### src/rtl/cache_axi_pkg.sv
// Shared types and AXI encodings for the ICache refill path.
package cache_axi_pkg;

  typedef enum logic [1:0] {IDLE, AR, RDATA, RESP} refill_state_t;

  localparam logic [1:0] AXI_BURST_INCR = 2'b01;
  localparam logic [2:0] AXI_SIZE_4B    = 3'b010;
  localparam logic [1:0] AXI_RESP_OKAY  = 2'b00;

  // Clear the byte-offset bits so the burst starts on a line boundary.
  function automatic logic [31:0] line_align(input logic [31:0] addr, input int unsigned line_bytes);
    logic [31:0] mask;
    mask = line_bytes[31:0] - 32'd1;
    return addr & ~mask;
  endfunction

endpackage

### src/rtl/refill_line_buffer.sv
// Line assembly buffer: LINE_WORDS x 32 words filled in beat order, flat line output.
module refill_line_buffer #(
  parameter int LINE_WORDS = 4
) (
  input  logic                     clk,
  input  logic                     rst,
  input  logic                     clr,
  input  logic                     wr_en,
  input  logic [31:0]              wr_data,
  output logic                     full,
  output logic [LINE_WORDS*32-1:0] line_data
);

  localparam int CNT_W = $clog2(LINE_WORDS) + 1;

  logic [LINE_WORDS-1:0][31:0] words_q, words_d;
  logic [CNT_W-1:0]            cnt_q, cnt_d;

  assign full      = (cnt_q == CNT_W'(LINE_WORDS));
  assign line_data = words_q;

  // Once full, extra beats are dropped: no wrap and no overwrite.
  always_comb begin
    words_d = words_q;
    cnt_d   = cnt_q;
    if (clr) begin
      words_d = '0;
      cnt_d   = '0;
    end else if (wr_en && !full) begin
      for (int i = 0; i < LINE_WORDS; i++)
        if (cnt_q == CNT_W'(i)) words_d[i] = wr_data;
      cnt_d = cnt_q + CNT_W'(1);
    end
  end

  always_ff @(posedge clk) begin
    if (rst) begin
      words_q <= '0;
      cnt_q   <= '0;
    end else begin
      words_q <= words_d;
      cnt_q   <= cnt_d;
    end
  end

endmodule

### src/rtl/icache_axi_refill_bridge.sv
// ICache line refill -> single AXI4 INCR read burst, line returned in one cycle.
// Optional perf counters when ICACHE_REFILL_PERF_EN is defined.
module icache_axi_refill_bridge
  import cache_axi_pkg::*;
#(
  parameter int                 LINE_WORDS = 4,
  parameter int                 ID_W       = 4,
  parameter logic [ID_W-1:0]    AXI_ID     = '0
) (
  input  logic                     clk,
  input  logic                     rst,
  input  logic                     rd_req,
  input  logic [31:0]              rd_addr,
  output logic                     rd_rdy,
  output logic                     ret_valid,
  output logic                     ret_last,
  output logic [LINE_WORDS*32-1:0] ret_data,
  output logic                     ret_err,
  output logic [ID_W-1:0]          arid,
  output logic [31:0]              araddr,
  output logic [7:0]               arlen,
  output logic [2:0]               arsize,
  output logic [1:0]               arburst,
  output logic [1:0]               arlock,
  output logic [3:0]               arcache,
  output logic [2:0]               arprot,
  output logic                     arvalid,
  input  logic                     arready,
  input  logic [ID_W-1:0]          rid,
  input  logic [31:0]              rdata,
  input  logic [1:0]               rresp,
  input  logic                     rlast,
  input  logic                     rvalid,
  output logic                     rready
`ifdef ICACHE_REFILL_PERF_EN
  ,
  output logic [31:0]              perf_refills,
  output logic [31:0]              perf_wait_cycles
`endif
);

  refill_state_t state_q, state_d;
  logic [31:0]   addr_q, addr_d;
  logic          err_q, err_d;
  logic          buf_clr, buf_wr, buf_full, beat_acc;

  assign beat_acc = (state_q == RDATA) && rvalid && (rid == AXI_ID);

  always_comb begin
    state_d = state_q;
    addr_d  = addr_q;
    err_d   = err_q;
    buf_clr = 1'b0;
    buf_wr  = 1'b0;
    case (state_q)
      IDLE: if (rd_req) begin
        addr_d  = line_align(rd_addr, LINE_WORDS * 4);
        err_d   = 1'b0;
        buf_clr = 1'b1;
        state_d = AR;
      end
      AR: if (arready) state_d = RDATA;
      RDATA: if (beat_acc) begin
        buf_wr = 1'b1;
        if (!buf_full) err_d = err_q | (rresp != AXI_RESP_OKAY);
        if (rlast) state_d = RESP;
      end
      RESP: state_d = IDLE;
      default: state_d = IDLE;
    endcase
  end

  always_ff @(posedge clk) begin
    if (rst) begin
      state_q <= IDLE;
      addr_q  <= '0;
      err_q   <= 1'b0;
    end else begin
      state_q <= state_d;
      addr_q  <= addr_d;
      err_q   <= err_d;
    end
  end

  refill_line_buffer #(.LINE_WORDS(LINE_WORDS)) u_buf (
    .clk       (clk),
    .rst       (rst),
    .clr       (buf_clr),
    .wr_en     (buf_wr),
    .wr_data   (rdata),
    .full      (buf_full),
    .line_data (ret_data)
  );

  assign rd_rdy    = (state_q == IDLE);
  assign arvalid   = (state_q == AR);
  assign rready    = (state_q == RDATA);
  assign ret_valid = (state_q == RESP);
  assign ret_last  = ret_valid;
  assign ret_err   = ret_valid & err_q;

  // AR payload comes only from the latched address and constants, so it is stable while stalled.
  assign arid    = AXI_ID;
  assign araddr  = addr_q;
  assign arlen   = 8'(LINE_WORDS - 1);
  assign arsize  = AXI_SIZE_4B;
  assign arburst = AXI_BURST_INCR;
  assign arlock  = '0;
  assign arcache = '0;
  assign arprot  = '0;

`ifdef ICACHE_REFILL_PERF_EN
  logic [31:0] perf_refills_q, perf_refills_d;
  logic [31:0] perf_wait_q, perf_wait_d;

  always_comb begin
    perf_refills_d = perf_refills_q + ((state_q == RESP) ? 32'd1 : 32'd0);
    perf_wait_d    = perf_wait_q + (((state_q == AR) || (state_q == RDATA)) ? 32'd1 : 32'd0);
  end

  always_ff @(posedge clk) begin
    if (rst) begin
      perf_refills_q <= '0;
      perf_wait_q    <= '0;
    end else begin
      perf_refills_q <= perf_refills_d;
      perf_wait_q    <= perf_wait_d;
    end
  end

  assign perf_refills     = perf_refills_q;
  assign perf_wait_cycles = perf_wait_q;
`endif

endmodule

### config.mk
export PLATFORM = sky130hd
export DESIGN_NAME = icache_axi_refill_bridge
export DESIGN_NICKNAME = d
export VERILOG_FILES = /design/src/rtl/cache_axi_pkg.sv /design/src/rtl/refill_line_buffer.sv /design/src/rtl/icache_axi_refill_bridge.sv
export SDC_FILE = /design/constraint.sdc
export NUM_CORES = 1
export LEC_CHECK = 0
export CAP_MARGIN = 0
export CORE_MARGIN = 3
export CORE_UTILIZATION = 35
export CTS_CLUSTER_SIZE = 25
export DETAILED_ROUTE_END_ITERATION = 10
export GPL_TIMING_DRIVEN = 0
export PLACE_DENSITY = 0.72
export SETUP_SLACK_MARGIN = 0.1
export SLEW_MARGIN = 15
export SYNTH_ARGS = -nofsm -noshare
export SYNTH_HDL_FRONTEND = slang
export SYNTH_SLANG_ARGS = --single-unit
### constraint.sdc
create_clock -name clk -period 2 [get_ports clk]
set_clock_uncertainty 0.1 [all_clocks]
set_input_delay 0.6 -clock clk [delete_from_list [all_inputs] [get_ports clk]]
set_output_delay 0.6 -clock clk [all_outputs]
set_load 0.05 [all_outputs]
==> report_table.html <==
<table>
<tr><th>Metric</th><th>Value</th></tr>
<tr><th colspan="2">Floorplanning</th></tr>
<tr><td>Placeable core region</td><td>16880 sq um</td></tr>
<tr><td>Horizontal extent of the die</td><td>138.3 microns</td></tr>
<tr><td>Number of top-level design ports</td><td>268</td></tr>
<tr><td>Initial standard-cell utilization of the core</td><td>0.3630</td></tr>
<tr><td>Floorplan die area</td><td>around 19000 sq um</td></tr>
<tr><td>Standard-cell rows</td><td>47</td></tr>
<tr><td>Chip height</td><td>138.3 microns</td></tr>
<tr><th colspan="2">Placement</th></tr>
<tr><td>Minimum setup slack after placement</td><td>-0.8671 ns</td></tr>
<tr><td>Detailed-placement wirelength estimate</td><td>about 13 mm</td></tr>
<tr><td>Number of input and output port buffers inserted</td><td>232</td></tr>
<tr><td>Number of placed instances with taps included</td><td>1145</td></tr>
<tr><td>Final GP Congestion</td><td>around 0.75</td></tr>
<tr><th colspan="2">Worst setup path</th></tr>
<tr><td>Sort of element at the end of the critical path</td><td>primary output</td></tr>
<tr><td>Reg-to-Reg Start</td><td>state_q[0]</td></tr>
<tr><td>Max FO, Critical Path</td><td>4</td></tr>
<tr><td>Critical Path Slowest Stage Cell</td><td>dfxtp_4</td></tr>
<tr><td>Crit path cell chain</td><td>ha_4 -&gt; and2_4 -&gt; buf_8</td></tr>
<tr><td>Internal reg-to-reg setup slack</td><td>between 0.1 and 0.15 ns</td></tr>
<tr><td>Arrival time worst endpoint</td><td>1.27 ns</td></tr>
<tr><td>R2r endpoint</td><td>err_q</td></tr>
<tr><td>Setup crit end</td><td>ret_err</td></tr>
<tr><td>CP startpoint</td><td>state_q[0]</td></tr>
<tr><td>Critical path launch point type</td><td>flop</td></tr>
<tr><td>Critical Path Max Stage Delay</td><td>roughly 0.37 ns</td></tr>
<tr><td>Length in cells of the worst reg-to-reg path</td><td>7</td></tr>
<tr><td>CP required</td><td>1.30 ns</td></tr>
<tr><td>Type of the worst setup path</td><td>reg -&gt; out</td></tr>
<tr><th colspan="2">Timing</th></tr>
<tr><td>Final period util</td><td>0.9830</td></tr>
<tr><td>Setup violation total in the final timing report</td><td>0</td></tr>
<tr><td>Unrepaired setup endpoints after global routing</td><td>true</td></tr>
<tr><td>Peak Freq</td><td>508.6 MHz</td></tr>
<tr><td>Slew Viols, Final</td><td>0</td></tr>
<tr><td>Post-route minimum period</td><td>1.966 ns</td></tr>
<tr><td>Final-report hold violation count</td><td>0</td></tr>
<tr><td>Worst setup slack after layout</td><td>0.03399 ns</td></tr>
<tr><th colspan="2">Final layout</th></tr>
<tr><td>Number of inserted filler cells in the final layout</td><td>1487</td></tr>
<tr><td>Fraction of final layout cells sized beyond drive strength 1</td><td>0.3046</td></tr>
<tr><td>Commonest cells after routing, fill and taps aside</td><td>dfxtp_1, clkdlybuf4s15_2, nand2_1, nor2_1, mux2i_1</td></tr>
<tr><td>Area delta synth-&gt;final</td><td>63.92%</td></tr>
<tr><td>Most common cell after layout, fill and taps aside</td><td>dfxtp_1</td></tr>
<tr><td>N_diodes</td><td>0</td></tr>
<tr><td>Final non-filler cell total</td><td>1195</td></tr>
<tr><td>Nets@finish</td><td>1048</td></tr>
<tr><th colspan="2">Global routing</th></tr>
<tr><td>Via count of the first global-routing pass</td><td>5303</td></tr>
<tr><td>Wire length of the first global-routing pass</td><td>between 20 and 30 mm</td></tr>
<tr><td>Global-route congestion overflow total</td><td>0</td></tr>
<tr><td>Pin count of the biggest net entering global routing</td><td>17</td></tr>
<tr><td>Number of antenna violations at the first check in global routing</td><td>0</td></tr>
<tr><td>Combined global-route utilization of all metal layers</td><td>0.1902</td></tr>
<tr><th colspan="2">Synthesis</th></tr>
<tr><td>Per-instance average area after synthesis</td><td>9.214 sq um</td></tr>
<tr><td>Count of flip-flops with a built-in enable after synthesis</td><td>0</td></tr>
<tr><td>Number of instances in the synthesized netlist</td><td>665</td></tr>
<tr><td>Number of distinct library cell variants in the gate-level netlist after synthesis</td><td>29</td></tr>
<tr><td>Area share of xor/xnor cells in the synthesized design</td><td>0.001429</td></tr>
<tr><td>Adder and majority gate portion of the synthesized area</td><td>0.02042</td></tr>
<tr><td>Portion of netlist area occupied by mux cells</td><td>0.1585</td></tr>
<tr><td>Main combinational cell family by area after synthesis</td><td>multiplexers</td></tr>
<tr><td>Proportion of synthesized chip area in sequential cells</td><td>0.5293</td></tr>
<tr><td>Basic-gate share of the synthesized area counting and, or, nand and nor cells</td><td>0.1560</td></tr>
<tr><td>Share of synthesized registers carrying an async set or reset</td><td>0</td></tr>
<tr><td>Post-synthesis compound-gate area fraction</td><td>0.06208</td></tr>
<tr><td>Cell Area, Synth</td><td>6127 sq um</td></tr>
<tr><td>Most instantiated flip-flop cell in the synthesis netlist</td><td>dfxtp_1</td></tr>
<tr><td>Flops &amp; latches, synth</td><td>162</td></tr>
<tr><td>Syn. warnings</td><td>0</td></tr>
<tr><th colspan="2">CTS</th></tr>
<tr><td>Root Driver</td><td>clkbuf_16</td></tr>
<tr><td>CTS H-tree lvls</td><td>4</td></tr>
<tr><td>Clock buffers created by TritonCTS</td><td>17</td></tr>
<tr><td>Reg clk slew, reported paths</td><td>0.06 ns</td></tr>
<tr><td>Maximum number of buffers from clock root to sink</td><td>2</td></tr>
<tr><td>CTS tree</td><td>yes</td></tr>
<tr><td>Clock latency of the later-clocked register in the worst-skew pair</td><td>0.42 ns</td></tr>
<tr><td>Number of clock sinks</td><td>162</td></tr>
<tr><th colspan="2">Routing</th></tr>
<tr><td>Detail-routed via count per cell</td><td>4.470</td></tr>
<tr><td>Total detailed-routing wirelength</td><td>approximately 19 mm</td></tr>
<tr><td>Number of vias in the routed layout</td><td>around 5300</td></tr>
<tr><td>Post-route DRC</td><td>0</td></tr>
<tr><td>Post-route antenna net violation count</td><td>0</td></tr>
<tr><td>DRC marker count from the first detailed-route iteration</td><td>around 170</td></tr>
<tr><td>Number of search-and-repair iterations in the first detailed-routing pass</td><td>4</td></tr>
<tr><td>Average wire length per cell after detail routing</td><td>between 15 and 20 microns</td></tr>
<tr><th colspan="2">Power</th></tr>
<tr><td>Leak pwr</td><td>between 4 and 5 nW</td></tr>
<tr><td>Power consumption</td><td>8.923 mW</td></tr>
<tr><td>Power per cell area</td><td>between 800 and 900 nW/um^2</td></tr>
<tr><td>Max IR drop VDD</td><td>0.6183 mV</td></tr>
<tr><th colspan="2">Run</th></tr>
<tr><td>Maximum capacitance violations</td><td>0</td></tr>
<tr><th colspan="2">Min path</th></tr>
<tr><td>Worst hold-check path type</td><td>reg -&gt; reg</td></tr>
<tr><th colspan="2">Outcome</th></tr>
<tr><td>Outcome</td><td>finished, final reports clean</td></tr>
</table>
[metal layers]
layer  routed length [microns]  GRT usage
met1                      8083     0.2304
met2                      8971     0.3217
met3                      1188    0.06008
met4                       367    0.06240
met5                         0          0
[per-stage QoR]
stage / util / setup TNS, ns / cell area [sq um] / hold WS, ns
after floorplan: - / 0 / 6275 / 0.3585
after global placement: 0.5257 / -99.13 / 8872 / 0.3408
after detailed placement: 0.5257 / -101.09 / 8872 / 0.3455
after CTS: 0.5895 / -0.03196 / 9950 / 0.3549
after global routing: 0.5951 / 0 / 10040 / 0.3643
final: 0.5951 / 0 / 10040 / 0.3530
[registers in the layout, indices dropped and copies added, names as in the netlist]
| signal | flops |
|---|---|
| araddr | 28 |
| err_q | 1 |
| state_q | 2 |
| u_buf.cnt_q | 3 |
| u_buf.line_data | 128 |
[cells by family (layout without fill, tap and decap cells)]
family,count (synthesis),in the layout
compound gates,72,72
xor+xnor,1,1
fa+ha+maj,10,10
buf+inv,81,363
flops,162,162
mux,97,97
other cells,2,30
simple gates,240,240
[timing repair]
item | 4_1_cts | 5_1_grt
hold buffers | 0 | 0
gates cloned | 1 | 0
resized for setup | 570 | 40
pin swaps | 9 | 6
endpoints found under the setup margin | 315 | 158
setup buffers | 13 | 4
[worst min path at each step]
stage / startpoint / to / slack, ns / cells after the start
floorplan: err_q / err_q / 0.36 / 2
global placement: u_buf.line_data[117] / u_buf.line_data[117] / 0.34 / 2
detailed placement: u_buf.line_data[127] / u_buf.line_data[127] / 0.35 / 2
CTS: araddr[27] / araddr[27] / 0.35 / 2
global route: u_buf.line_data[119] / u_buf.line_data[119] / 0.36 / 2
finish: araddr[23] / araddr[23] / 0.35 / 2
[synth_stat cells (2+ instances only)]
library cell  number  area share
nand3_1            2      0.0016
nand2_1          121       0.074
o21ai_0            4      0.0033
nand4_1            4      0.0041
buf_2             12      0.0098
ha_1              10       0.020
mux2i_1           97        0.16
dfxtp_1          162        0.53
nor2_1           102       0.062
or3_1              2      0.0020
conb_1             2      0.0012
and2_1             2      0.0020
clkbuf_1          28       0.017
nor2b_1            2      0.0020
buf_4             31       0.038
inv_1              9      0.0055
a21oi_1           63       0.051
[critical path: cells and delay by family, from the launching register on]
kind / cells / cell delay (ns)
flops: 1 / 0.37
fa+ha+maj: 1 / 0.18
simple gates: 1 / 0.16
buf+inv: 1 / 0.14
[layout make-up]
| type | instances | area, sq um | share of cell area |
|---|---|---|---|
| well taps | 220 | 275.3 | 0.02741 |
| inverters | 9 | 36.28 | 0.003613 |
| plain buffers | 72 | 549.3 | 0.05469 |
| repair buffers | 250 | 2696 | 0.2685 |
| clock buffers | 22 | 474.2 | 0.04722 |
| multi-input cells | 450 | 2635 | 0.2624 |
| clock inverters | 10 | 123.9 | 0.01233 |
| flip-flops and latches | 162 | 3253 | 0.3239 |
[report_power, final]
group	leakage (nW)	internal, mW	switching, mW
Clock	0.287	1.95	1.34
Sequential	1.31	3.36	0.0775
Combinational	2.84	0.794	1.40
Total	4.44	6.10	2.82
Note: power is estimated with default switching activity, not from simulation.
